==> src/rtl/regfile_port_sequencer.sv <==
// Serialises writeback and operand-read requests onto a register file port with
// combinational read and level-sensitive write; operands return via valid/ready.
module regfile_port_sequencer #(
  parameter int DATA_W        = 64,
  parameter int ADDR_W        = 5,
  parameter int WRITE_CYCLES  = 1,
  parameter int READ_CYCLES   = 1,
  parameter int MAX_WR_STREAK = 4
) (
  input  logic              clk,
  input  logic              rst_n,
  input  logic              wb_valid,
  input  logic [ADDR_W-1:0] wb_rdst,
  input  logic [DATA_W-1:0] wb_data,
  output logic              wb_ready,
  input  logic              rd_valid,
  input  logic [ADDR_W-1:0] rd_rsrc1,
  input  logic [ADDR_W-1:0] rd_rsrc2,
  output logic              rd_ready,
  output logic              rd_resp_valid,
  input  logic              rd_resp_ready,
  output logic [DATA_W-1:0] rd_data1,
  output logic [DATA_W-1:0] rd_data2,
  output logic [ADDR_W-1:0] rf_rsrc1,
  output logic [ADDR_W-1:0] rf_rsrc2,
  output logic [ADDR_W-1:0] rf_rdst,
  output logic [DATA_W-1:0] rf_in,
  output logic              rf_read,
  input  logic [DATA_W-1:0] rf_out1,
  input  logic [DATA_W-1:0] rf_out2
);

  typedef enum logic [1:0] {
    IDLE  = 2'd0,
    WRITE = 2'd1,
    READ  = 2'd2,
    RESP  = 2'd3
  } state_t;

  localparam logic [3:0] WR_LAST    = 4'(WRITE_CYCLES - 1);
  localparam logic [3:0] RD_LAST    = 4'(READ_CYCLES - 1);
  localparam logic [3:0] STREAK_MAX = 4'(MAX_WR_STREAK);

  state_t            state_reg, state_next;
  logic [3:0]        cycle_cnt_reg, cycle_cnt_next;
  logic [3:0]        streak_reg, streak_next;
  logic              rf_read_reg, rf_read_next;
  logic              resp_valid_reg, resp_valid_next;
  logic [ADDR_W-1:0] rf_rdst_reg;
  logic [DATA_W-1:0] rf_in_reg;

  logic wr_done;
  logic rd_done;

  assign wr_done = (state_reg == WRITE) && (cycle_cnt_reg == WR_LAST);
  assign rd_done = (state_reg == READ) && (cycle_cnt_reg == RD_LAST);

  // State register
  always_ff @(posedge clk or negedge rst_n) begin
    if (!rst_n) begin
      state_reg <= IDLE;
    end else begin
      state_reg <= state_next;
    end
  end

  // Next-state logic
  always_comb begin
    state_next = state_reg;
    unique case (state_reg)
      IDLE: begin
        if (wb_ready) begin
          state_next = WRITE;
        end else if (rd_ready) begin
          state_next = READ;
        end
      end
      WRITE: begin
        if (wr_done) begin
          state_next = IDLE;
        end
      end
      READ: begin
        if (rd_done) begin
          state_next = RESP;
        end
      end
      RESP: begin
        if (rd_resp_ready) begin
          state_next = IDLE;
        end
      end
      default: state_next = IDLE;
    endcase
  end

  // Grants: write wins unless a waiting read has already seen MAX_WR_STREAK writes.
  always_comb begin
    wb_ready = 1'b0;
    rd_ready = 1'b0;
    if (rst_n && (state_reg == IDLE)) begin
      if (wb_valid && !(rd_valid && (streak_reg == STREAK_MAX))) begin
        wb_ready = 1'b1;
      end else if (rd_valid) begin
        rd_ready = 1'b1;
      end
    end
  end

  always_comb begin
    cycle_cnt_next  = '0;
    streak_next     = streak_reg;
    rf_read_next    = rf_read_reg;
    resp_valid_next = resp_valid_reg;

    if ((state_reg == WRITE && !wr_done) || (state_reg == READ && !rd_done)) begin
      cycle_cnt_next = cycle_cnt_reg + 4'd1;
    end

    if (wb_ready) begin
      rf_read_next = 1'b0;
      streak_next  = rd_valid ? (streak_reg + 4'd1) : 4'd0;
    end else if (rd_ready) begin
      streak_next = 4'd0;
    end

    if (wr_done) begin
      rf_read_next = 1'b1;
    end

    if (rd_done) begin
      resp_valid_next = 1'b1;
    end else if ((state_reg == RESP) && rd_resp_ready) begin
      resp_valid_next = 1'b0;
    end
  end

  // rf_read comes straight from a flop so the write strobe cannot glitch.
  always_ff @(posedge clk or negedge rst_n) begin
    if (!rst_n) begin
      cycle_cnt_reg  <= '0;
      streak_reg     <= '0;
      rf_read_reg    <= 1'b1;
      resp_valid_reg <= 1'b0;
      rf_rdst_reg    <= '0;
      rf_in_reg      <= '0;
    end else begin
      cycle_cnt_reg  <= cycle_cnt_next;
      streak_reg     <= streak_next;
      rf_read_reg    <= rf_read_next;
      resp_valid_reg <= resp_valid_next;
      if (wb_ready) begin
        rf_rdst_reg <= wb_rdst;
        rf_in_reg   <= wb_data;
      end
    end
  end

  // One lane per operand: address latched at grant, data captured at the end of READ.
  for (genvar gi = 0; gi < 2; gi++) begin : g_lane
    logic [ADDR_W-1:0] rsrc_reg;
    logic [DATA_W-1:0] data_reg;
    logic [ADDR_W-1:0] rsrc_src;
    logic [DATA_W-1:0] data_src;

    assign rsrc_src = (gi == 0) ? rd_rsrc1 : rd_rsrc2;
    assign data_src = (gi == 0) ? rf_out1 : rf_out2;

    always_ff @(posedge clk or negedge rst_n) begin
      if (!rst_n) begin
        rsrc_reg <= '0;
        data_reg <= '0;
      end else begin
        if (rd_ready) begin
          rsrc_reg <= rsrc_src;
        end
        if (rd_done) begin
          data_reg <= data_src;
        end
      end
    end
  end

  // Output assignments
  assign rf_read       = rf_read_reg;
  assign rf_rdst       = rf_rdst_reg;
  assign rf_in         = rf_in_reg;
  assign rf_rsrc1      = g_lane[0].rsrc_reg;
  assign rf_rsrc2      = g_lane[1].rsrc_reg;
  assign rd_data1      = g_lane[0].data_reg;
  assign rd_data2      = g_lane[1].data_reg;
  assign rd_resp_valid = resp_valid_reg;

endmodule

==> config.mk <==
export PLATFORM = sky130hd
export DESIGN_NAME = regfile_port_sequencer
export DESIGN_NICKNAME = d
export VERILOG_FILES = /design/src/rtl/regfile_port_sequencer.sv
export SDC_FILE = /design/constraint.sdc
export NUM_CORES = 1
export LEC_CHECK = 0
export BUFFER_PORTS_ARGS = -buffer_cell sky130_fd_sc_hd__buf_4
export CORE_AREA = 2 2 166 168
export CTS_BUF_LIST = sky130_fd_sc_hd__clkbuf_8
export DETAILED_ROUTE_END_ITERATION = 7
export DIE_AREA = 0 0 168 170
export PLACE_DENSITY = 0.62
export REMOVE_ABC_BUFFERS = 1
export SYNTH_ARGS = -nofsm -noshare
export SYNTH_HDL_FRONTEND = slang
export SYNTH_SLANG_ARGS = --single-unit
==> constraint.sdc <==
create_clock -name clk -period 4.65 [get_ports clk]
set_input_delay 0.93 -clock clk [delete_from_list [all_inputs] [get_ports clk]]
set_output_delay 0.93 -clock clk [all_outputs]
set_load 0.01 [all_outputs]
# After elaboration in Yosys (flattened, before gate mapping)
# Cells that the tools add are included.
# totals
register_bits	219
inputBits	212
output_inout_bits	211
word_cells	58
# classes
n_addsub	2
eq_ne	8
mux	19
reduce_logical	18
# ops
op	count
2-to-1 mux 4 bit	4
2-to-1 mux 2 bit	5
2-to-1 mux 1 bit	9
adder 4 x 1 -> 4 bit (second input constant)	2
logical AND 1 bit	8
one-hot mux 2 bit (4 select lines)	1
!= test 2 bit (second input constant)	3
nonzero test 2 bit	3
== test 2 bit (second input constant)	2
== test 4 x 3 -> 1 bit (second input constant)	1
logical NOT 4 bit	1
AND reduction 4 bit	1
logical NOT 1 bit	3
!= test 3 bit (second input constant)	1
== test 2 x 1 -> 1 bit (second input constant)	1
logical NOT 2 bit	1
logical OR 1 bit	1

# Depth between registers and ports, before layout
# Gate-level depths: netlist of the first run.
# depth
depth_word	9
mapped_depth	7
ltp_nobuf	5

# Worst setup path after synthesis of the first run
# No wires, ideal clock.
# synth_path
kind	input -> output
startpoint	in rst_n
endpoint	out rd_ready
t_arrival_ps	1753
required_time_ps	3720
slack_ps	1967
stages	3
n_path_buf	1
path_cell_list	or3b_1 -> a211oi_2 -> buf_4
# synth_between
elab_chain_len	2
# synth_lines
item	line_no	text
start: declaration	11	input logic rst_n,
logical AND 1 bit	101	if (rst_n && (state_reg == IDLE)) begin
2-to-1 mux 1 bit	101	
end: declaration	19	output logic rd_ready,
# No other way between the ends.

# Worst setup path after layout of the first run
# Ends and elaborated chain as after synthesis.

==> impl_results.md, run 1 <==
* Number of global-route vias before repair at 6171
* Pwr Density at 707 mW/mm2
* Skew final at 0.0101 ns
* Outcome: finished, final reports clean
* GRT overflow at 0
* Final net count at 1174
* Synth Flop Type: dfrtp_1
* Final Max Slew Viols at 0
* Final setup violation count at 0
* Req. time, crit path at 3.72 ns
* HP Class: in -> async
* Slew @ Worst Pin at 0.941 ns
* Final min period at 3.29 ns
* Top cells by count, synth: 218 x dfrtp_1, 207 x mux2_2, 12 x buf_6, 8 x buf_2, 8 x nand2_1
* Fin cells at 1327
* Critical Path AT at 2.36 ns
* First-pass GRT wire length at 34900 um
* DP HPWL at 16700 um
* Post-route cell area at 0.0127 mm2
* CTS Buffer Depth at 3
* Die Ht at 170 um
* Placed Area at 0.0119 mm2
* Rows at 60
* Antenna violations before repair at 2
* Placer Congestion at 0.772
* Leak pwr at 0.00612 uW
* 1st-pass router iterations at 4
* Post-synth EDFFs at 0
* Synth Area per Inst at 16.5 um2
* CP Max Fanout at 67
* RSZ-0062 raised after global routing: false
* Largest net degree at the start of global routing at 158
* CP startpoint kind: primary input
* Die ar. at 0.0286 mm2
* Fraction of registers with async set/reset at 1.00
* Fillers at 2449
* DRC errors left at 0
* Cell taking the most area after synthesis: dfrtp_1
* Core Area at 0.0267 mm2
* Cells after Synth at 511
* FMAX at 304 MHz
* H-tree depth at 2
* Area of the mapped netlist at 0.00845 mm2
* Layout cell share with drive strength beyond 1 at 0.712
* Clock Pin Slew Worst Setup and Hold Paths at 0.06 ns
* Count of cell types in the netlist at 36
* Synthesis Warnings at 0
* Dpl cells at 1258
* Critical path class: in -> out
* Worst skew pair latency at 0.52 ns
* CP startpoint: rst_n
* Resized Gates After CTS at 0
* Critical Path End Type: output port
* Critical R2R Capture: rd_data2[56]
* Reg2reg setup slack at 2.02 ns
* Port bufs at 422
* Worst Hold Margin at 0.351 ns
* Area delta synth->final at 50.4%
* TritonCTS clock tree: yes
* Routed Antenna Nets at 0
* WL final at 23100 um
* R2r startpoint: cycle_cnt_reg[0]
* Setup Buffers After CTS at 0
* Vias/cell at 4.45
* Area contributors post-synth: dfrtp_1 65%, mux2_2 28%, buf_6 1.6%
* Post-CTS Hold Fix Bufs at 0
* End point of the critical path: rd_ready
* Via count at 5905
* Final Hold Fails at 0
* Top-count cell post-synth: dfrtp_1
* Worst vdd ir at 0.351 mV
* Max-capacitance violation count at 0
* Total CTS buffers at 39
* Root Driver: clkbuf_8
* Routed wire per std cell at 17.4 um
* Io pins at 423
* Die X at 168 um
* Initial Utilization at 0.317
* Register-to-Register Path Depth at 6
* Setup_tns at 0 ns
* Yosys reg bits at 219
* Register area share after synthesis at 0.648
* Yosys top cell area share at 0.645
* Gr usage total at 0.156
* CTS Sinks at 219
* Final Cycle Share at 0.707
* 1st-iter DRT viols at 264
* Max-slew headroom at 0.372
==> how the worst min path moves through the flow <==
stage	from	end	slack, ns	cells after the start
detailed placement	cycle_cnt_reg[0]	cycle_cnt_reg[0]	0.48	1
floorplan	cycle_cnt_reg[0]	cycle_cnt_reg[0]	0.45	1
finish	rst_n	state_reg[0]	0.35	1
global placement	cycle_cnt_reg[0]	cycle_cnt_reg[0]	0.48	1
global route	rst_n	rd_resp_valid	0.37	1
CTS	rst_n	state_reg[1]	0.33	1
==> per-layer routing <==
metal | track usage | wire [um]
met3 | 0.0591 | 2190
met2 | 0.266 | 11700
met4 | 0.0597 | 603
met5 | 0 | 0
met1 | 0.180 | 8570
==> layout make-up <==
type / count / area [um2] / area share
clock inverters: 15 / 62.6 / 0.00492
diodes: 2 / 5.00 / 0.000394
flip-flops and latches: 219 / 5480 / 0.431
well taps: 341 / 427 / 0.0336
clock buffers: 52 / 716 / 0.0563
multi-input cells: 261 / 2730 / 0.215
inverters: 6 / 22.5 / 0.00177
repair buffers: 431 / 3270 / 0.257
==> cells in the final DEF, fill, tap and decap left out, types with 2 or more instances in the layout <==
cell type  Yosys  layout
clkinv_2       0       2
ha_1           4       4
nand4b_1       2       2
nor2_1         4       4
buf_4          2     428
mux2_2       207     207
clkbuf_8       0      52
nor2b_1        3       3
diode_2        0       2
buf_12         2       2
or2_2          2       2
a21oi_1        3       3
nand2_1        8       8
o21ai_0        4       4
inv_1          6      18
xor2_1         2       2
dfrtp_1      218     218
nand3_1        4       3
o2bb2ai_1      2       2
==> cell families (layout without fill, tap and decap cells) <==
| group | after synthesis | after routing | share of synthesized area |
|---|---|---|---|
| simple gates | 30 | 30 | 0.0219 |
| other cells | 0 | 2 | 0 |
| mux | 207 | 207 | 0.276 |
| compound gates | 17 | 17 | 0.0145 |
| xor+xnor | 3 | 3 | 0.00311 |
| fa+ha+maj | 4 | 4 | 0.00592 |
| buf+inv | 31 | 504 | 0.0303 |
| flops | 219 | 219 | 0.648 |
==> stage by stage <==
stage / setup slack, ns / power (uW) / util
2_1_floorplan: -0.119 / 5270 / -
3_3_place_gp: 1.32 / 7250 / 0.448
3_5_place_dp: 1.31 / 7330 / 0.448
4_1_cts: 1.31 / 9160 / 0.477
5_1_grt: 1.16 / 9550 / 0.477
6_report: 1.36 / 8990 / 0.477
==> report_power, final <==
group / switching [uW] / internal [uW]
logic: 1550 / 2280
registers: 531 / 2880
clock network: 771 / 991
==> worst max-delay path: stages <==
cell	delay, ns
buf_8	0.37
or3b_1	0.45
a211oi_2	0.21
buf_4	0.23
buf_4	0.15
Note: power is estimated with default switching activity, not from simulation.
==> run 2, diff against run 1 <==
--- a/config.mk
+++ b/config.mk
@@ -10,7 +10,7 @@
 export CTS_BUF_LIST = sky130_fd_sc_hd__clkbuf_8
 export DETAILED_ROUTE_END_ITERATION = 7
 export DIE_AREA = 0 0 168 170
-export PLACE_DENSITY = 0.62
+export PLACE_DENSITY = 0.64
 export REMOVE_ABC_BUFFERS = 1
 export SYNTH_ARGS = -nofsm -noshare
 export SYNTH_HDL_FRONTEND = slang
==> constraint.sdc (replaced) <==
create_clock -name clk -period 2.7 [get_ports clk]
set_input_delay 0.54 -clock clk [delete_from_list [all_inputs] [get_ports clk]]
set_output_delay 0.54 -clock clk [all_outputs]
set_load 0.01 [all_outputs]
==> run 2 against run 1 <==
Compared with the run above: critical path depth did not move; non-clock buffer count increased by 6; power grew 77%; worst hold slack lost 0.26 ns; register-to-register slack worse by 1.6 ns; clock skew grew 0.0048 ns; critical path type is now reg -> out; largest power group unchanged; highest routed layer unchanged.
==> impl_results.md, run 2 (synthesis results as in run 1) <==
* Die ar. at 0.0286 mm2
* Critical Path AT at 1.94 ns
* Slew @ Worst Pin at 0.787 ns
* H-tree depth at 2
* Placer Congestion at 0.752
* RSZ-0062 raised after global routing: false
* Worst vdd ir at 0.698 mV
* Final Power at 15900 uW
* First-pass GRT wire length at 34100 um
* Port bufs at 422
* CP startpoint kind: flip-flop
* Fillers at 2397
* Dpl ws at 0.426 ns
* Core Area at 0.0267 mm2
* CP startpoint: streak_reg[0]
* Critical R2R Capture: rd_data1[15]
* Pwr Density at 1230 mW/mm2
* Antenna violations before repair at 0
* Commonest non-fill, non-tap cell in the layout: buf_4
* Worst skew pair latency at 0.51 ns
* 1st-iter DRT viols at 183
* HP Class: in -> async
* Final net count at 1180
* CP Max Fanout at 5
* Cell breakdown of the critical path: inv_1 -> ha_1 -> nand4b_1 -> a211oi_2 -> buf_4
* TritonCTS clock tree: yes
* Die X at 168 um
* Number of global-route vias before repair at 6291
* CTS Buffer Depth at 3
* Max-capacitance violation count at 0
* R2r startpoint: cycle_cnt_reg[0]
* Slowest CP cell: dfrtp_1
* Die Ht at 170 um
* GRT overflow at 0
* Leak pwr at 0.00621 uW
* DP HPWL at 16600 um
* Rows at 60
* Gr usage total at 0.150
* DRC errors left at 0
* Outcome: finished, final reports clean
* Final Hold Fails at 0
* Req. time, crit path at 2.16 ns
* Multi-input combinational cell area at 0.00273 mm2
* Initial Utilization at 0.317
* Critical path class: reg -> out
* Most frequent cells in the layout: 431 x buf_4, 218 x dfrtp_1, 207 x mux2_2
* Largest net degree at the start of global routing at 127
* Skew final at 0.0149 ns
* Final setup violation count at 0
* Clock Pin Slew Worst Setup and Hold Paths at 0.06 ns
* Final Max Slew Viols at 0
* Routed wire per std cell at 16.7 um
* Io pins at 423
* Critical Path Stages at 5
* Setup_tns at 0 ns
* 1st-pass router iterations at 4
* Max-slew headroom at 0.475
* Via count at 5940
* Total CTS buffers at 39
* FMAX at 403 MHz
* Final min period at 2.48 ns
* Vias/cell at 4.45
* Reg2reg setup slack at 0.42 ns
* Register area at 0.00548 mm2
* Placed Area at 0.0120 mm2
* WL final at 22400 um
* Area delta synth->final at 52.7%
* Final Cycle Share at 0.919
* Setup ws final at 0.219 ns
* N_diodes at 0
* Routed Antenna Nets at 0
* Root Driver: clkbuf_8
* Delay-heaviest family, CP: flip-flops
* Layout cell share with drive strength beyond 1 at 0.720
* CTS Sinks at 219
* Post-route cell area at 0.0129 mm2
* Critical Path End Type: output port
* Crit-path max cell delay at 0.43 ns
* Register-to-Register Path Depth at 7
* Buf/Inv on CP at 2
* Post-CTS Hold Fix Bufs at 0
[run 2: cell types whose count changed in the layout (fill, tap and decap cells not counted), sizes merged]
cell | previous run | this run
clkbuf | 52 | 57
clkinvlp | 1 | 0
clkinv | 2 | 5
diode | 2 | 0
buf | 431 | 437
inv | 18 | 13
bufinv | 0 | 2
[run 2: layout make-up]
class,count,share of cell area
inverter,6,0.00175
tap,341,0.0331
clock buffer,57,0.0608
sequential,219,0.425
clock inverter,14,0.00863
multi-input combinational,261,0.211
timing repair buffer,437,0.260
[run 2: report_power, final]
group	internal [uW]	switching, uW
Clock	2050	1360
Sequential	4950	900
Combinational	3980	2670
[run 2: timing repair]
item	4_1_cts	5_1_grt
resized for setup	0	0
endpoints found under the setup margin	0	2
setup buffers	0	2
[run 2: worst max path at each step]
stage                               to  slack, ns
after global placement    rd_data1[42]       0.48
after global routing          rd_ready       0.03
after floorplan            rd_data1[0]      -2.07
after CTS                     rd_ready       0.10
final                         rd_ready       0.22
after detailed placement  rd_data1[15]       0.43
[run 2: layer usage]
metal  GRT usage  vias to the layer above  wire length (um)
met1       0.176                     2899              8570
li1            -                     2727                 -
met2       0.255                      260             11200
met5           0                        -                 0
met3      0.0479                       54              1820
met4      0.0605                        0               739
[run 2: per-stage QoR]
step	hold WS (ns)	instances	util
after floorplan	0.244	486	-
after global placement	0.469	1262	0.450
after detailed placement	0.482	1262	0.450
after CTS	0.0714	1333	0.484
after global routing	0.0835	1335	0.484
final	0.0866	1335	0.484
